`config.mk`:
```
export PLATFORM = sky130hd
export DESIGN_NAME = mem_data_ctrl
export DESIGN_NICKNAME = d
export VERILOG_FILES = /design/src/rtl/mem_data_ctrl.sv
export SDC_FILE = /design/constraint.sdc
export NUM_CORES = 1
export LEC_CHECK = 0
export ABC_AREA = 1
export BUFFER_PORTS_ARGS = -buffer_cell sky130_fd_sc_hd__buf_2
export CAP_MARGIN = 25
export CORE_MARGIN = 8
export CORE_UTILIZATION = 45
export DETAILED_ROUTE_END_ITERATION = 12
export PLACE_DENSITY = 0.62
export SLEW_MARGIN = 20
export SYNTH_ARGS = -nofsm -noshare
export SYNTH_HDL_FRONTEND = slang
export SYNTH_SLANG_ARGS = --single-unit
```
`constraint.sdc`:
```
create_clock -name clk -period 5.2 [get_ports clk]
set_input_delay 0.52 -clock clk [delete_from_list [all_inputs] [get_ports clk]]
set_output_delay 0.52 -clock clk [all_outputs]
set_load 0.005 [all_outputs]
```
`src/rtl/mem_data_ctrl.sv`:
```
// mem_data_ctrl: responder for load-store buffer data requests.
// Serialises one load or store onto a byte-wide RAM port, little-endian,
// one byte per cycle, and returns a single-cycle done pulse with the
// (extended) load result. Handles IO-full stalls on IO-region stores,
// branch-misprediction abort of loads and the global en freeze.
module mem_data_ctrl #(
  parameter int ADR_W       = 32,
  parameter int IO_BASE_BIT = 17,
  parameter int OP_W        = 4
) (
  input  logic             clk,
  input  logic             rst,
  input  logic             en,
  input  logic             lsb_en_i,
  input  logic             lsb_rwen_i,
  input  logic [OP_W-1:0]  lsb_op_i,
  input  logic [2:0]       lsb_len_i,
  input  logic [31:0]      lsb_adr_i,
  input  logic [31:0]      lsb_dat_i,
  input  logic             abort_i,
  input  logic             io_buffer_full_i,
  output logic             lsb_en_o,
  output logic [31:0]      lsb_dat_o,
  output logic             busy_o,
  input  logic [7:0]       mem_din_i,
  output logic [7:0]       mem_dout_o,
  output logic [ADR_W-1:0] mem_a_o,
  output logic             mem_wr_o
);

  // Op encodings shared with the load-store buffer
  localparam logic [OP_W-1:0] OP_LB  = OP_W'(0);
  localparam logic [OP_W-1:0] OP_LH  = OP_W'(1);
  localparam logic [OP_W-1:0] OP_LW  = OP_W'(2);
  localparam logic [OP_W-1:0] OP_LBU = OP_W'(3);
  localparam logic [OP_W-1:0] OP_LHU = OP_W'(4);

  typedef enum logic [1:0] {
    IDLE  = 2'd0,
    READ  = 2'd1,
    WRITE = 2'd2
  } state_t;

  state_t          state;
  logic [OP_W-1:0] op_r;
  logic [2:0]      len_r;
  logic [31:0]     adr_r;
  logic [31:0]     dat_r;
  logic [31:0]     asm_r;
  // cnt: next byte to sample (loads) or byte on the bus (stores)
  logic [2:0]      cnt;
  // iss: next load byte whose address still has to be issued
  logic [2:0]      iss;
  // inflight: address on the bus this cycle belongs to byte iss-1
  logic            inflight;
  // dvld: mem_din_i this cycle carries byte cnt
  logic            dvld;

  logic             stall_now;
  logic             stall_cur;
  logic [2:0]       cnt_nxt;
  logic [7:0]       nxt_byte;
  logic [ADR_W-1:0] iss_adr;
  logic [ADR_W-1:0] nxt_wr_adr;
  logic [31:0]      rd_word;
  logic [31:0]      rd_ext;

  assign busy_o     = (state != IDLE);
  assign stall_now  = (lsb_adr_i[IO_BASE_BIT -: 2] == 2'b11) & io_buffer_full_i;
  assign stall_cur  = (adr_r[IO_BASE_BIT -: 2] == 2'b11) & io_buffer_full_i;
  assign cnt_nxt    = cnt + 3'd1;
  assign nxt_byte   = dat_r[{cnt_nxt[1:0], 3'b000} +: 8];
  assign iss_adr    = ADR_W'(adr_r + {29'd0, iss});
  assign nxt_wr_adr = ADR_W'(adr_r + {29'd0, cnt_nxt});

  // Merge the byte arriving this cycle into the assembly word
  always_comb begin
    rd_word = asm_r;
    rd_word[{cnt[1:0], 3'b000} +: 8] = mem_din_i;
  end

  // Sign- or zero-extend the assembled load according to its op
  always_comb begin
    rd_ext = rd_word;
    case (op_r)
      OP_LB:   rd_ext = {{24{rd_word[7]}}, rd_word[7:0]};
      OP_LH:   rd_ext = {{16{rd_word[15]}}, rd_word[15:0]};
      OP_LBU:  rd_ext = {24'd0, rd_word[7:0]};
      OP_LHU:  rd_ext = {16'd0, rd_word[15:0]};
      OP_LW:   rd_ext = rd_word;
      default: rd_ext = rd_word;
    endcase
  end

  // Request FSM: accept, serialise bytes, stall/abort handling, done pulse
  always_ff @(posedge clk) begin
    if (rst) begin
      state      <= IDLE;
      op_r       <= '0;
      len_r      <= '0;
      adr_r      <= '0;
      dat_r      <= '0;
      asm_r      <= '0;
      cnt        <= '0;
      iss        <= '0;
      inflight   <= 1'b0;
      dvld       <= 1'b0;
      lsb_en_o   <= 1'b0;
      lsb_dat_o  <= '0;
      mem_dout_o <= '0;
      mem_a_o    <= '0;
      mem_wr_o   <= 1'b0;
    end else if (!en) begin
      // Freeze; a load restarts its pipeline from the oldest unsampled byte
      mem_wr_o <= 1'b0;
      lsb_en_o <= 1'b0;
      if (state == READ) begin
        iss      <= cnt;
        inflight <= 1'b0;
        dvld     <= 1'b0;
      end
    end else begin
      case (state)
        IDLE: begin
          lsb_en_o <= 1'b0;
          mem_wr_o <= 1'b0;
          if (lsb_en_i && !abort_i) begin
            op_r    <= lsb_op_i;
            len_r   <= lsb_len_i;
            adr_r   <= lsb_adr_i;
            dat_r   <= lsb_dat_i;
            cnt     <= '0;
            mem_a_o <= ADR_W'(lsb_adr_i);
            if (lsb_rwen_i) begin
              state      <= WRITE;
              mem_dout_o <= lsb_dat_i[7:0];
              mem_wr_o   <= !stall_now;
            end else begin
              state    <= READ;
              asm_r    <= '0;
              iss      <= 3'd1;
              inflight <= 1'b1;
              dvld     <= 1'b0;
            end
          end
        end

        READ: begin
          lsb_en_o <= 1'b0;
          if (abort_i) begin
            state    <= IDLE;
            asm_r    <= '0;
            cnt      <= '0;
            inflight <= 1'b0;
            dvld     <= 1'b0;
          end else begin
            dvld <= inflight;
            if (iss < len_r) begin
              mem_a_o  <= iss_adr;
              iss      <= iss + 3'd1;
              inflight <= 1'b1;
            end else begin
              inflight <= 1'b0;
            end
            if (dvld) begin
              asm_r <= rd_word;
              if (cnt_nxt >= len_r) begin
                lsb_dat_o <= rd_ext;
                lsb_en_o  <= 1'b1;
                state     <= IDLE;
                cnt       <= '0;
                inflight  <= 1'b0;
                dvld      <= 1'b0;
              end else begin
                cnt <= cnt_nxt;
              end
            end
          end
        end

        WRITE: begin
          lsb_en_o <= 1'b0;
          if (mem_wr_o) begin
            if (cnt_nxt >= len_r) begin
              mem_wr_o  <= 1'b0;
              lsb_en_o  <= 1'b1;
              lsb_dat_o <= '0;
              state     <= IDLE;
              cnt       <= '0;
            end else begin
              cnt        <= cnt_nxt;
              mem_a_o    <= nxt_wr_adr;
              mem_dout_o <= nxt_byte;
              mem_wr_o   <= !stall_cur;
            end
          end else begin
            mem_wr_o <= !stall_cur;
          end
        end

        default: begin
          state    <= IDLE;
          lsb_en_o <= 1'b0;
          mem_wr_o <= 1'b0;
        end
      endcase
    end
  end

endmodule

```
* After elaboration in Yosys (flattened, before gate mapping)
Index checks and enable logic that the tools add are counted.
Word-level totals: output and inout port bits 75, word-level logic and storage cells 142, register bits 187, bits of input ports 86
Operators by class: bitwise operators 3, shifts and indexed selects 3, add/sub/neg operators 5, reductions and logical operators 22, mux-type cells 70, equality and inequality tests 22, magnitude comparators 2
Operators with widths (count):
- $mux W32 | 14
- $pmux W32 S2 | 2
- $pmux W32 S4 | 1
- $pmux W32 S3 | 1
- $add A32 B3 Y32 | 2
- $mux W3 | 11
- $bwmux W32 | 1
- $mux W8 | 4
- $shift A8 B7 Y32 const A | 1
- $shiftx A32 B6 Y8 | 1
- $shiftx A8 B7 Y32 | 1
- $mux W1 | 22
- $ne A2 B2 Y1 const B | 8
- $pmux W8 S2 | 1
- $reduce_and A7 Y1 | 2
- $mux W2 | 6
- $ne A3 B3 Y1 const B | 4
- $reduce_and A6 Y1 | 2
- $reduce_and A5 Y1 | 2
- $reduce_bool A2 Y1 | 5
- $pmux W3 S3 | 1
- $reduce_and A4 Y1 | 2
- $neg A5 Y7 | 1
- $add A3 B1 Y3 const B | 2
- other kinds (22) | 30

* Logic depth before layout (Yosys ltp)
Gate-level depths: netlist of run 1.
word-level depth 8, mapped depth 17, gate-level depth less buffers 16

* Worst setup path after synthesis of run 1
OpenSTA, ideal clock, no wires.
kind reg2reg, from register cnt[0], to register mem_a_o[30], cell stages (with the launch flop) 17, arrival 2.524 ns, buffers on the path 2, clock period less this slack 2.656 ns, setup slack 2.544 ns, setup time 0.132 ns, required time 5.068 ns, cell sequence dfxtp_1 buf_4 inv_1 clkbuf_1 ha_1 inv_2 o21ai_0 fa_1 nand2_1 nand2_1 nand3_1 nor2_1 nand2_1 nand2_1 nand3_1 nand2_1 a21oi_1
On the way: longest elaborated chain between the ends 5, elaborated cells between the ends (all ways) 8, classes of those cells add/sub: 2; order compare: 1; eq/ne: 1; mux: 3; reduce/logical: 1
Ends and longest elaborated chain:
- start: declaration | RTL line 51 | logic [2:0] cnt;
- start signal: assignment | RTL line 175 | cnt <= cnt_nxt;
- start signal: assignment | RTL line 191 | cnt <= cnt_nxt;
- $add A3 B1 Y3 (*) | RTL line 71 | assign cnt_nxt = cnt + 3'd1;
- $add A32 B3 Y32 | RTL line 74 | assign nxt_wr_adr = ADR_W'(adr_r + {29'd0, cnt_nxt});
- $mux W32 | RTL line 184 | if (cnt_nxt >= len_r) begin
- $mux W32 | RTL line 183 | if (mem_wr_o) begin
- $pmux W32 S3 | RTL line 123 | case (state)
- end signal: assignment | RTL line 133 | mem_a_o <= ADR_W'(lsb_adr_i);
- end signal: assignment | RTL line 159 | mem_a_o <= iss_adr;
- end signal: assignment | RTL line 192 | mem_a_o <= nxt_wr_adr;
- end: declaration | RTL line 27 | output logic [ADR_W-1:0] mem_a_o,
Mark *: on every way between the ends. The rest lies on a longest branch, timed or not. The select of a mux whose other input is x is not followed. A chain may end at the register's enable or synchronous reset.

* Worst setup path after layout of run 1
from register cnt[0], to register lsb_dat_o[8]
On the way: longest elaborated chain between the ends 8, elaborated cells between the ends (all ways) 14, classes of those cells add/sub: 2; order compare: 1; eq/ne: 2; shift: 2; mux: 6; reduce/logical: 1
Ends and longest elaborated chain:
- $neg A5 Y7 | RTL line 79 | rd_word[{cnt[1:0], 3'b000} +: 8] = mem_din_i;
- $shiftx A8 B7 Y32 or $shift A8 B7 Y32 (tied branches) | RTL line 79
- $bwmux W32 | RTL line 79
- $pmux W32 S4 | RTL line 85 | case (op_r)
- $mux W32 | RTL line 167 | if (cnt_nxt >= len_r) begin
- $mux W32 | RTL line 165 | if (dvld) begin
- $mux W32 | RTL line 150 | if (abort_i) begin
- $pmux W32 S2 | RTL line 123
- end signal: assignment | RTL line 168 | lsb_dat_o <= rd_ext;
- end: declaration | RTL line 23 | output logic [31:0] lsb_dat_o,
Parallel ways exist; a longest one is shown, timed or not. The select of a mux whose other input is x is not followed.

==> impl_results.md, run 1 <==
* Hold endpoint: dat_r[11]$_SDFFE_PP0P_
* R2r setup slk at 1660 ps
* RR Endpoint: lsb_dat_o[8]$_SDFFE_PP0P_
* Final Hold Viols at 0
* Hold Path Origin: lsb_dat_i[11]
* GP Congestion at 0.912
* Switching share of total power at 27.3%
* Fin crit period at 3540 ps
* Main synth FF type: dfxtp_1
* Pre-antenna DRT Iters at 5
* Iteration-0 DRC Markers at 591
* Most frequent cell after synthesis: nand2_1
* Share of cells above drive strength 1 at 14.3%
* Post-synth top area cell: dfxtp_1
* Setup Fix Bufs, Post-CTS at 0
* Clock Latency Late Sink at 430 ps
* Hold Path Depth at 3
* Final ANT Viol Nets at 0
* Seq pwr share at 47.1%
* Fill count at 2148
* Multi-input gate area at 4900 µm²
* First-pass GRT wire length at 45.6 mm
* Initial antenna violation count at 0
* Post-route setup TNS at 0 ps
* Die area at 25500 µm²
* FF/Latch Area at 3740 µm²
* Routed wire per std cell at 15.4 µm
* Global route total overflow at 0
* Critical path startpoint category: register
* Core area at 20200 µm²
* CTS clock-pin slew for the worst setup and hold paths at 70 ps
* Syn-to-layout area delta at 15.9%
* Post-synth EDFFs at 0
* Final Cycle Share at 68.1%
* Vias in the first global route at 8895
* CP max FO at 33
* Max Root-Sink Buffers at 2
* M3 GR Usage at 3.73%
* GRT Total Usage at 21.5%
* Max VDD drop at 202 µV
* Unique cell type count in the Yosys netlist at 38
* Core Util, Final at 53.2%
* Sequential share of the synthesized area at 40.3%
* Synth top area share at 40.3%
* Synth Warn # at 0
* Io pins at 161
* Port Buf Inserts at 160
* P_int at 2.39 mW
* Hold Path Class: in -> reg
* FFs w/ async S/R, synth at 0%
* ANT cells at 0
* CP arrival at 3890 ps
* Clock skew at 11.1 ps
* Die width at 160 µm
* Setup violators final at 0
* PD cells at 305 nW/µm²
* FMAX at 0.282 GHz
* Hold buffers post-CTS at 0
* Leakage Power at 4.53 nW
* Top cells by count, synth: nand2_1, nor2_1, dfxtp_1
* H-tree Lvls at 4
* Post-CTS Resized at 0
* Drt drc at 0
* Gr busiest metal: met2
* Post-Synthesis Cells at 1402
* Row count at 52
* WS Path Type: reg -> reg
* Sw power at 0.895 mW
* Initial Utilization at 45.9%
* Worst-case reg-to-reg path depth at 10
* Actual slew at the worst max-slew pin at 988 ps
* CTS tree: yes
* Req. time, crit path at 5550 ps
* Outcome: completed
* WL final at 27.7 mm
* TritonCTS Buffers at 17
* Reg-to-Reg Start: cnt[0]$_SDFFE_PP0P_
* RSZ-0062 raised after global routing: no
* GR Util met1 at 28.1%
* Clk pwr share at 40.2%
* Mapped cell area at 9290 µm²
* Post-synthesis area per instance at 6.63 µm²
* Slew HR at 34.2%
* Met2 usage at 35.7%
* Largest net degree at the start of global routing at 87
* DP HPWL at 19.3 mm
* Comb pwr share at 12.7%
* Via count at 9235
* Final Max Tran Viols at 0
* Area contributors post-synth: dfxtp_1, nand2_1, nor2_1, a21oi_1, o21ai_0
* Max Cap Viol at 0
* CP endpoint kind: register
* Yosys reg bits at 187
* Via/cell ratio at 5.14
* Net count after synthesis at 1505
* Die height at 160 µm
* Clock Sinks at 187
* Nets at 1618
* Root buf cell: clkbuf_16
## power groups by stage
| stage | sequential, mW | combinational (mW) | clock, mW |
|---|---|---|---|
| after global placement | 1.58 | 0.415 | 0 |
| after floorplan | 1.57 | 0.267 | 0 |
| after global routing | 1.55 | 0.472 | 1.39 |
| after CTS | 1.54 | 0.421 | 1.33 |
| after detailed placement | 1.58 | 0.419 | 0 |
| final | 1.54 | 0.418 | 1.32 |
## through the flow
stage	hold WS, ps	power, mW	cell area [µm²]	setup WS, ps	cells
after global routing	344	3.42	10800	1280	1798
after detailed placement	434	2.00	10200	1630	1766
after global placement	433	1.99	10200	1720	1765
after floorplan	424	1.84	9290	2540	1402
after CTS	324	3.30	10800	1620	1798
final	336	3.28	10800	1660	1798
## cells in the final DEF, fill, tap and decap left out, types with 4 or more instances in the layout
master     instances
clkbuf_1           4
o21ai_0          135
o21a_1             8
nand3_1           62
dfxtp_1          187
inv_2              7
nor2_1           242
nand3b_1           8
ha_1              16
buf_2            160
a21oi_1          140
buf_4              8
clkbuf_16         17
nand2_1          371
xor2_1            10
a22oi_1           16
nand4_1            4
o21bai_1          10
inv_1             78
## kinds of logic (layout without fill, tap and decap cells)
kind of cell,after synthesis,in the layout,share of synthesized area [%]
simple gates,702,702,30.6
compound gates,321,321,18.5
flops,187,187,40.3
buf+inv,163,289,7.03
fa+ha+maj,17,17,2.37
xor+xnor,12,12,1.13
## metal layers
metal / vias up / share of wire [%]
li1: 4753 / -
met3: 27 / 4.0
met5: - / 0
met2: 221 / 47
met4: 0 / 1.4
met1: 4234 / 48
## worst max-delay path by stage
stage                   startpoint                    endpoint  slack, ps
2_1_floorplan  cnt[0]$_SDFFE_PP0P_    mem_a_o[30]$_SDFFE_PP0P_       2540
3_3_place_gp   cnt[0]$_SDFFE_PP0P_    mem_a_o[25]$_SDFFE_PP0P_       1720
3_5_place_dp   cnt[0]$_SDFFE_PP0P_  lsb_dat_o[29]$_SDFFE_PP0P_       1630
4_1_cts        cnt[0]$_SDFFE_PP0P_  lsb_dat_o[29]$_SDFFE_PP0P_       1620
5_1_grt        cnt[0]$_SDFFE_PP0P_    mem_a_o[25]$_SDFFE_PP0P_       1280
6_report       cnt[0]$_SDFFE_PP0P_   lsb_dat_o[8]$_SDFFE_PP0P_       1660
## registers in the layout, summed over array words and instances (netlist names), 2 cells and up
name,count
dat_r,32
lsb_dat_o,32
len_r,3
state,2
mem_a_o,32
cnt,3
adr_r,32
mem_dout_o,8
asm_r,32
iss,3
op_r,4
## worst max-delay path: stages, from the launching register on
cell and delay, ps:
dfxtp_1 310, inv_1 440, ha_1 770, inv_2 90, a21oi_1 170, nand2_1 90, nand2_2 130, nand2_2 400
nor2_4 740, nand2_1 140, a21oi_1 150
## layout make-up
type | count | area share [%]
clock buffers | 23 | 4.34
flip-flops and latches | 187 | 34.8
inverters | 88 | 3.07
well taps | 270 | 3.14
multi-input cells | 1052 | 45.5
repair buffers | 169 | 8.18
clock inverters | 9 | 1.05
Note: power is estimated with default switching activity, not from simulation.
==> run 2, diff against run 1 <==
==> constraint.sdc (replaced) <==
create_clock -name clk -period 3.6 [get_ports clk]
set_input_delay 0.36 -clock clk [delete_from_list [all_inputs] [get_ports clk]]
set_output_delay 0.36 -clock clk [all_outputs]
set_load 0.005 [all_outputs]
==> run 2 against run 1 <==
Against the previous run: non-clock buffer count rose by 9; register-to-register slack worse by 1000 ps; sequential power is 45% higher; hold slack got worse by 160 ps; largest cell class unchanged.
==> impl_results.md, run 2 (synthesis gave the netlist of run 1 again) <==
* Clock Sinks at 187 (unchanged)
* DP HPWL at 19.8 mm (+2.7%)
* Global route total overflow at 0 (unchanged)
* Area of placed instances at 10200 µm² (+0.47%)
* WS Path Type: reg -> reg
* Finished Cell Area at 10800 µm² (+0.38%)
* Slew HR at 44.0% (+9.8 points)
* FMAX at 0.335 GHz (+19%)
* Nets at 1627 (+0.56%)
* Io pins at 161 (unchanged)
* Leakage Power at 4.55 nW (+0.50%)
* Setup Fix Bufs, Post-CTS at 0 (unchanged)
* CTS tree: yes
* Drt drc at 0 (unchanged)
* Setup violators final at 0 (unchanged)
* Hold Path Class: in -> reg
* Die height at 160 µm (unchanged)
* Max Root-Sink Buffers at 2 (unchanged)
* Via/cell ratio at 5.16 (+0.52%)
* Root buf cell: clkbuf_16
* Comb pwr share at 13.1% (+0.4 points)
* Iteration-0 DRC Markers at 758 (+28%)
* Commonest non-fill, non-tap cell in the layout: nand2_1
* Initial Utilization at 45.9% (unchanged)
* Sw power at 1.30 mW (+45%)
* Smallest hold slack at 177 ps (-159 ps)
* Final ANT Viol Nets at 0 (unchanged)
* Critical path startpoint category: register
* H-tree Lvls at 4 (unchanged)
* Clock skew at 11.6 ps (+0.483 ps)
* Routed wire per std cell at 15.4 µm (-0.24%)
* First-pass GRT wire length at 46.5 mm (+1.8%)
* Via count at 9319 (+0.91%)
* Die area at 25500 µm² (unchanged)
* P_int at 3.34 mW (+40%)
* Core area at 20200 µm² (unchanged)
* Initial antenna violation count at 0 (unchanged)
* GP Congestion at 0.959 (+5.2%)
* GRT Total Usage at 21.8% (+0.33 points)
* Final Power at 4.64 mW (+41%)
* Row count at 52 (unchanged)
* Max Cap Viol at 0 (unchanged)
* CP endpoint kind: register
* Final Cycle Share at 83.0% (+15 points)
* ANT cells at 0 (unchanged)
* Clk pwr share at 38.8% (-1.4 points)
* Final Hold Viols at 0 (unchanged)
* CP max FO at 8 (-76%)
* CTS clock-pin slew for the worst setup and hold paths at 70 ps (about the same)
* Syn-to-layout area delta at 16.4%
* Share of cells above drive strength 1 at 14.9% (+0.59 points)
* Die width at 160 µm (unchanged)
* Max VDD drop at 304 µV (+51%)
* R2r setup slk at 610 ps (-1050 ps)
* Vias in the first global route at 8946 (+0.57%)
* Switching share of total power at 28.0% (+0.74 points)
* WL final at 27.8 mm (+0.14%)
* Clock Latency Late Sink at 430 ps (about the same)
* RSZ-0062 raised after global routing: no
* Final Max Tran Viols at 0 (unchanged)
* Hold buffers post-CTS at 0 (unchanged)
* Largest net degree at the start of global routing at 98 (+13%)
* Post-route setup TNS at 0 ps (unchanged)
* Outcome: completed
* Req. time, crit path at 3940 ps (-1610 ps)
* TritonCTS Buffers at 17 (unchanged)
* Port Buf Inserts at 160 (unchanged)
* Post-CTS Resized at 0 (unchanged)
* Fin crit period at 2990 ps (-554 ps)
* PD cells at 429 nW/µm² (+41%)
* Pre-antenna DRT Iters at 6 (+1)
* Actual slew at the worst max-slew pin at 835 ps (-153 ps)
* Most frequent cells in the layout: nand2_1, nor2_1, dfxtp_1
* Seq pwr share at 48.2% (+1.1 points)
* CP arrival at 3330 ps (-560 ps)
## run 2: cell count changes in the layout (fill, tap and decap cells not counted), sizes merged
cell      delta
clkbuf       -5
clkinvlp     +3
clkinv       -1
bufinv       -1
inv          +2
buf          +9
## run 2: cell type report
class | count | area (µm²)
well taps | 270 | 338
inverters | 88 | 330
clock inverters | 12 | 118
multi-input cells | 1052 | 4900
flip-flops and latches | 187 | 3740
repair buffers | 178 | 956
fillers | 2089 | 9420
clock buffers | 18 | 429
## run 2: final timing paths
| kind | startpoint | endpoint | cells after the start |
|---|---|---|---|
| max | cnt[1]$_SDFFE_PP0P_ | mem_a_o[22]$_SDFFE_PP0P_ | 14 |
| min | lsb_dat_i[13] | dat_r[13]$_SDFFE_PP0P_ | 3 |
| max reg2reg | cnt[1]$_SDFFE_PP0P_ | mem_a_o[22]$_SDFFE_PP0P_ | 14 |
| min reg2reg | mem_dout_o[6]$_SDFFE_PP0P_ | mem_dout_o[6]$_SDFFE_PP0P_ | 2 |
## run 2: critical path: stages (launching register included)
cell,delay [ps]
dfxtp_1,370
inv_1,90
ha_1,540
inv_2,90
o21ai_0,440
fa_1,330
nand2_1,60
nand2_1,70
nand3_1,120
nor2_1,390
nand3_1,130
nand3_1,110
nand2_1,60
nand2_1,60
inv_1,40
## run 2: routing by layer
metal	GRT usage, %	share of wire, %	wire [µm]	vias to the layer above
li1	-	-	-	4767
met1	28.8	46	12800	4257
met2	35.6	47	13000	264
met3	4.68	5.8	1600	31
met4	5.23	1.5	404	0
met5	0	0	0	-
## run 2: power groups by stage
stage,sequential [mW],combinational [mW],clock (mW)
after floorplan,2.27,0.385,0
after global placement,2.28,0.603,0
after detailed placement,2.28,0.604,0
after CTS,2.23,0.606,1.83
after global routing,2.25,0.691,1.91
final,2.23,0.606,1.80
## run 2: per-stage QoR
stage | utilization, % | setup slack [ps] | cells
detailed placement | 50.6 | 600 | 1774
finish | 53.4 | 611 | 1805
CTS | 53.3 | 609 | 1804
floorplan | - | 944 | 1402
global placement | 50.6 | 694 | 1774
global route | 53.4 | 280 | 1805
==> run 3, diff against run 2 <==
==> constraint.sdc (replaced) <==
create_clock -name clk -period 2.8 [get_ports clk]
set_input_delay 0.28 -clock clk [delete_from_list [all_inputs] [get_ports clk]]
set_output_delay 0.28 -clock clk [all_outputs]
set_load 0.005 [all_outputs]
==> run 3 against run 2 <==
Against the previous run: clock skew shrank 1.2 ps; sequential share of layout area decreased by 0.42 points; combinational power up 32%; register-to-register slack got worse by 350 ps; wire length up 0.99%; global-route usage about the same; power up 33%; largest cell class unchanged.
==> impl_results.md, run 3 (synthesis gave the netlist of run 1 again) <==
* Max VDD drop at 400 µV (+31%)
* Initial antenna violation count at 0 (unchanged)
* Final Power at 6.18 mW (+33%)
* Most frequent cells in the layout: nand2_1, nor2_1, dfxtp_1
* Commonest non-fill, non-tap cell in the layout: nand2_1
* Core area at 20200 µm² (unchanged)
* Die height at 160 µm (unchanged)
* Via/cell ratio at 5.14 (-0.53%)
* Pre-antenna DRT Iters at 5 (-1)
* WL final at 28.0 mm (+0.99%)
* Clock Sinks at 187 (unchanged)
* Io pins at 161 (unchanged)
* GRT Total Usage at 21.8% (about the same)
* ANT cells at 0 (unchanged)
* Die width at 160 µm (unchanged)
* Final ANT Viol Nets at 0 (unchanged)
* CTS tree: yes
* CP arrival at 2910 ps (-420 ps)
* Leakage Power at 4.62 nW (+1.4%)
* Core Util, Final at 54.1% (+0.66 points)
* Routed wire per std cell at 15.5 µm (+0.60%)
* Global route total overflow at 0 (unchanged)
* Slew HR at 61.9% (+18 points)
* Via count at 9306 (-0.14%)
* H-tree Lvls at 4 (unchanged)
* Finished Cell Area at 10900 µm² (+1.2%)
* Final Hold Viols at 0 (unchanged)
* Final Max Tran Viols at 0 (unchanged)
* TritonCTS Buffers at 17 (unchanged)
* Die area at 25500 µm² (unchanged)
* PD cells at 565 nW/µm² (+32%)
* Outcome: completed
* Req. time, crit path at 3170 ps (-770 ps)
* FMAX at 0.393 GHz (+18%)
* Final Cycle Share at 90.8% (+7.8 points)
* Vias in the first global route at 8924 (-0.25%)
* Initial Utilization at 45.9% (unchanged)
* Setup violators final at 0 (unchanged)
* Syn-to-layout area delta at 17.8%
* CP endpoint kind: register
* Max Cap Viol at 0 (unchanged)
* Nets at 1632 (+0.31%)
* Critical path startpoint category: register
* GP Congestion at 0.928 (-3.3%)
* Area of placed instances at 10300 µm² (+0.93%)
* WS Path Type: reg -> reg
* CP max FO at 6 (-2)
* Share of cells above drive strength 1 at 15.4% (+0.45 points)
* Row count at 52 (unchanged)
* Final Non-Filler Cells at 1812 (+0.39%)
* Max Root-Sink Buffers at 2 (unchanged)
* Drt drc at 0 (unchanged)
* Actual slew at the worst max-slew pin at 569 ps (-265 ps)
* Hold Path Class: in -> reg
* Root buf cell: clkbuf_16
* Clock skew at 10.3 ps (-1.23 ps)
* Port Buf Inserts at 160 (unchanged)
* Hold buffers post-CTS at 0 (unchanged)
* Fin crit period at 2540 ps (-446 ps)
* Post-route setup TNS at 0 ps (unchanged)
* Largest net degree at the start of global routing at 98 (unchanged)
* Clock Latency Late Sink at 430 ps (about the same)
* Iteration-0 DRC Markers at 723 (-4.6%)
* CTS clock-pin slew for the worst setup and hold paths at 70 ps (about the same)
* DP HPWL at 19.9 mm (+0.60%)
* Placed cells at 1780 (+0.34%)
* First-pass GRT wire length at 46.3 mm (-0.28%)
[run 3: cell count changes in the layout (fill, tap and decap cells not counted), sizes merged]
cell      delta
clkbuf       +2
buf          +5
clkinvlp     -1
bufinv       +2
clkinv       -1
[run 3: final timing paths]
path                                                   end  depth (start not counted)                       start  slack (ps)
worst max-delay path               mem_a_o[8]$_SDFFE_PP0P_                         15       state[0]$_SDFFE_PP0P_         260
worst min-delay path                dat_r[19]$_SDFFE_PP0P_                          3               lsb_dat_i[19]         100
worst max register to register     mem_a_o[8]$_SDFFE_PP0P_                         15       state[0]$_SDFFE_PP0P_         260
worst min register to register  mem_dout_o[6]$_SDFFE_PP0P_                          2  mem_dout_o[6]$_SDFFE_PP0P_         440
[run 3: where the power goes]
group	total (mW)	leakage [nW]	switching [mW]	internal [mW]
Sequential	2.87	1.52	0.0881	2.78
Combinational	0.799	2.81	0.504	0.295
Clock	2.51	0.288	1.07	1.44
Total	6.18	4.62	1.66	4.52
[run 3: cell type report]
cell class / instances / area, µm²
inverters: 88 / 330
repair buffers: 183 / 1020
flip-flops and latches: 187 / 3740
clock buffers: 20 / 447
clock inverters: 12 / 161
well taps: 270 / 338
fillers: 2106 / 9290
multi-input cells: 1052 / 4900
[run 3: per-stage QoR]
| stage | worst slack (ps) | hold WS [ps] |
|---|---|---|
| final | 258 | 99.7 |
| after global routing | -2.24 | 106 |
| after CTS | 163 | 86.8 |
| after detailed placement | 174 | 433 |
| after global placement | 229 | 432 |
| after floorplan | 144 | 423 |
[run 3: timing repair]
item	in CTS	in global routing
gates resized for setup	0	3
setup endpoints to repair	0	11
setup buffers	0	0
[run 3: per-layer routing]
metal	vias up	wire (µm)	global-route usage, %
met5	-	0	0
met4	0	384	5.36
met3	27	1560	4.29
met2	251	13100	36.4
met1	4242	13000	28.5
li1	4786	-	-
[run 3: worst max-delay path: stages (launching register included)]
cell and delay, ps:
dfxtp_1 380, inv_1 80, ha_1 240, inv_2 110
o21ai_0 110, ha_1 240, fa_1 430, nand3_1 110
nand2_1 110, nand2_1 150, inv_1 110, nand2_1 70
nand2_1 40, o21ai_0 160, nor2_1 60, nor2_1 90
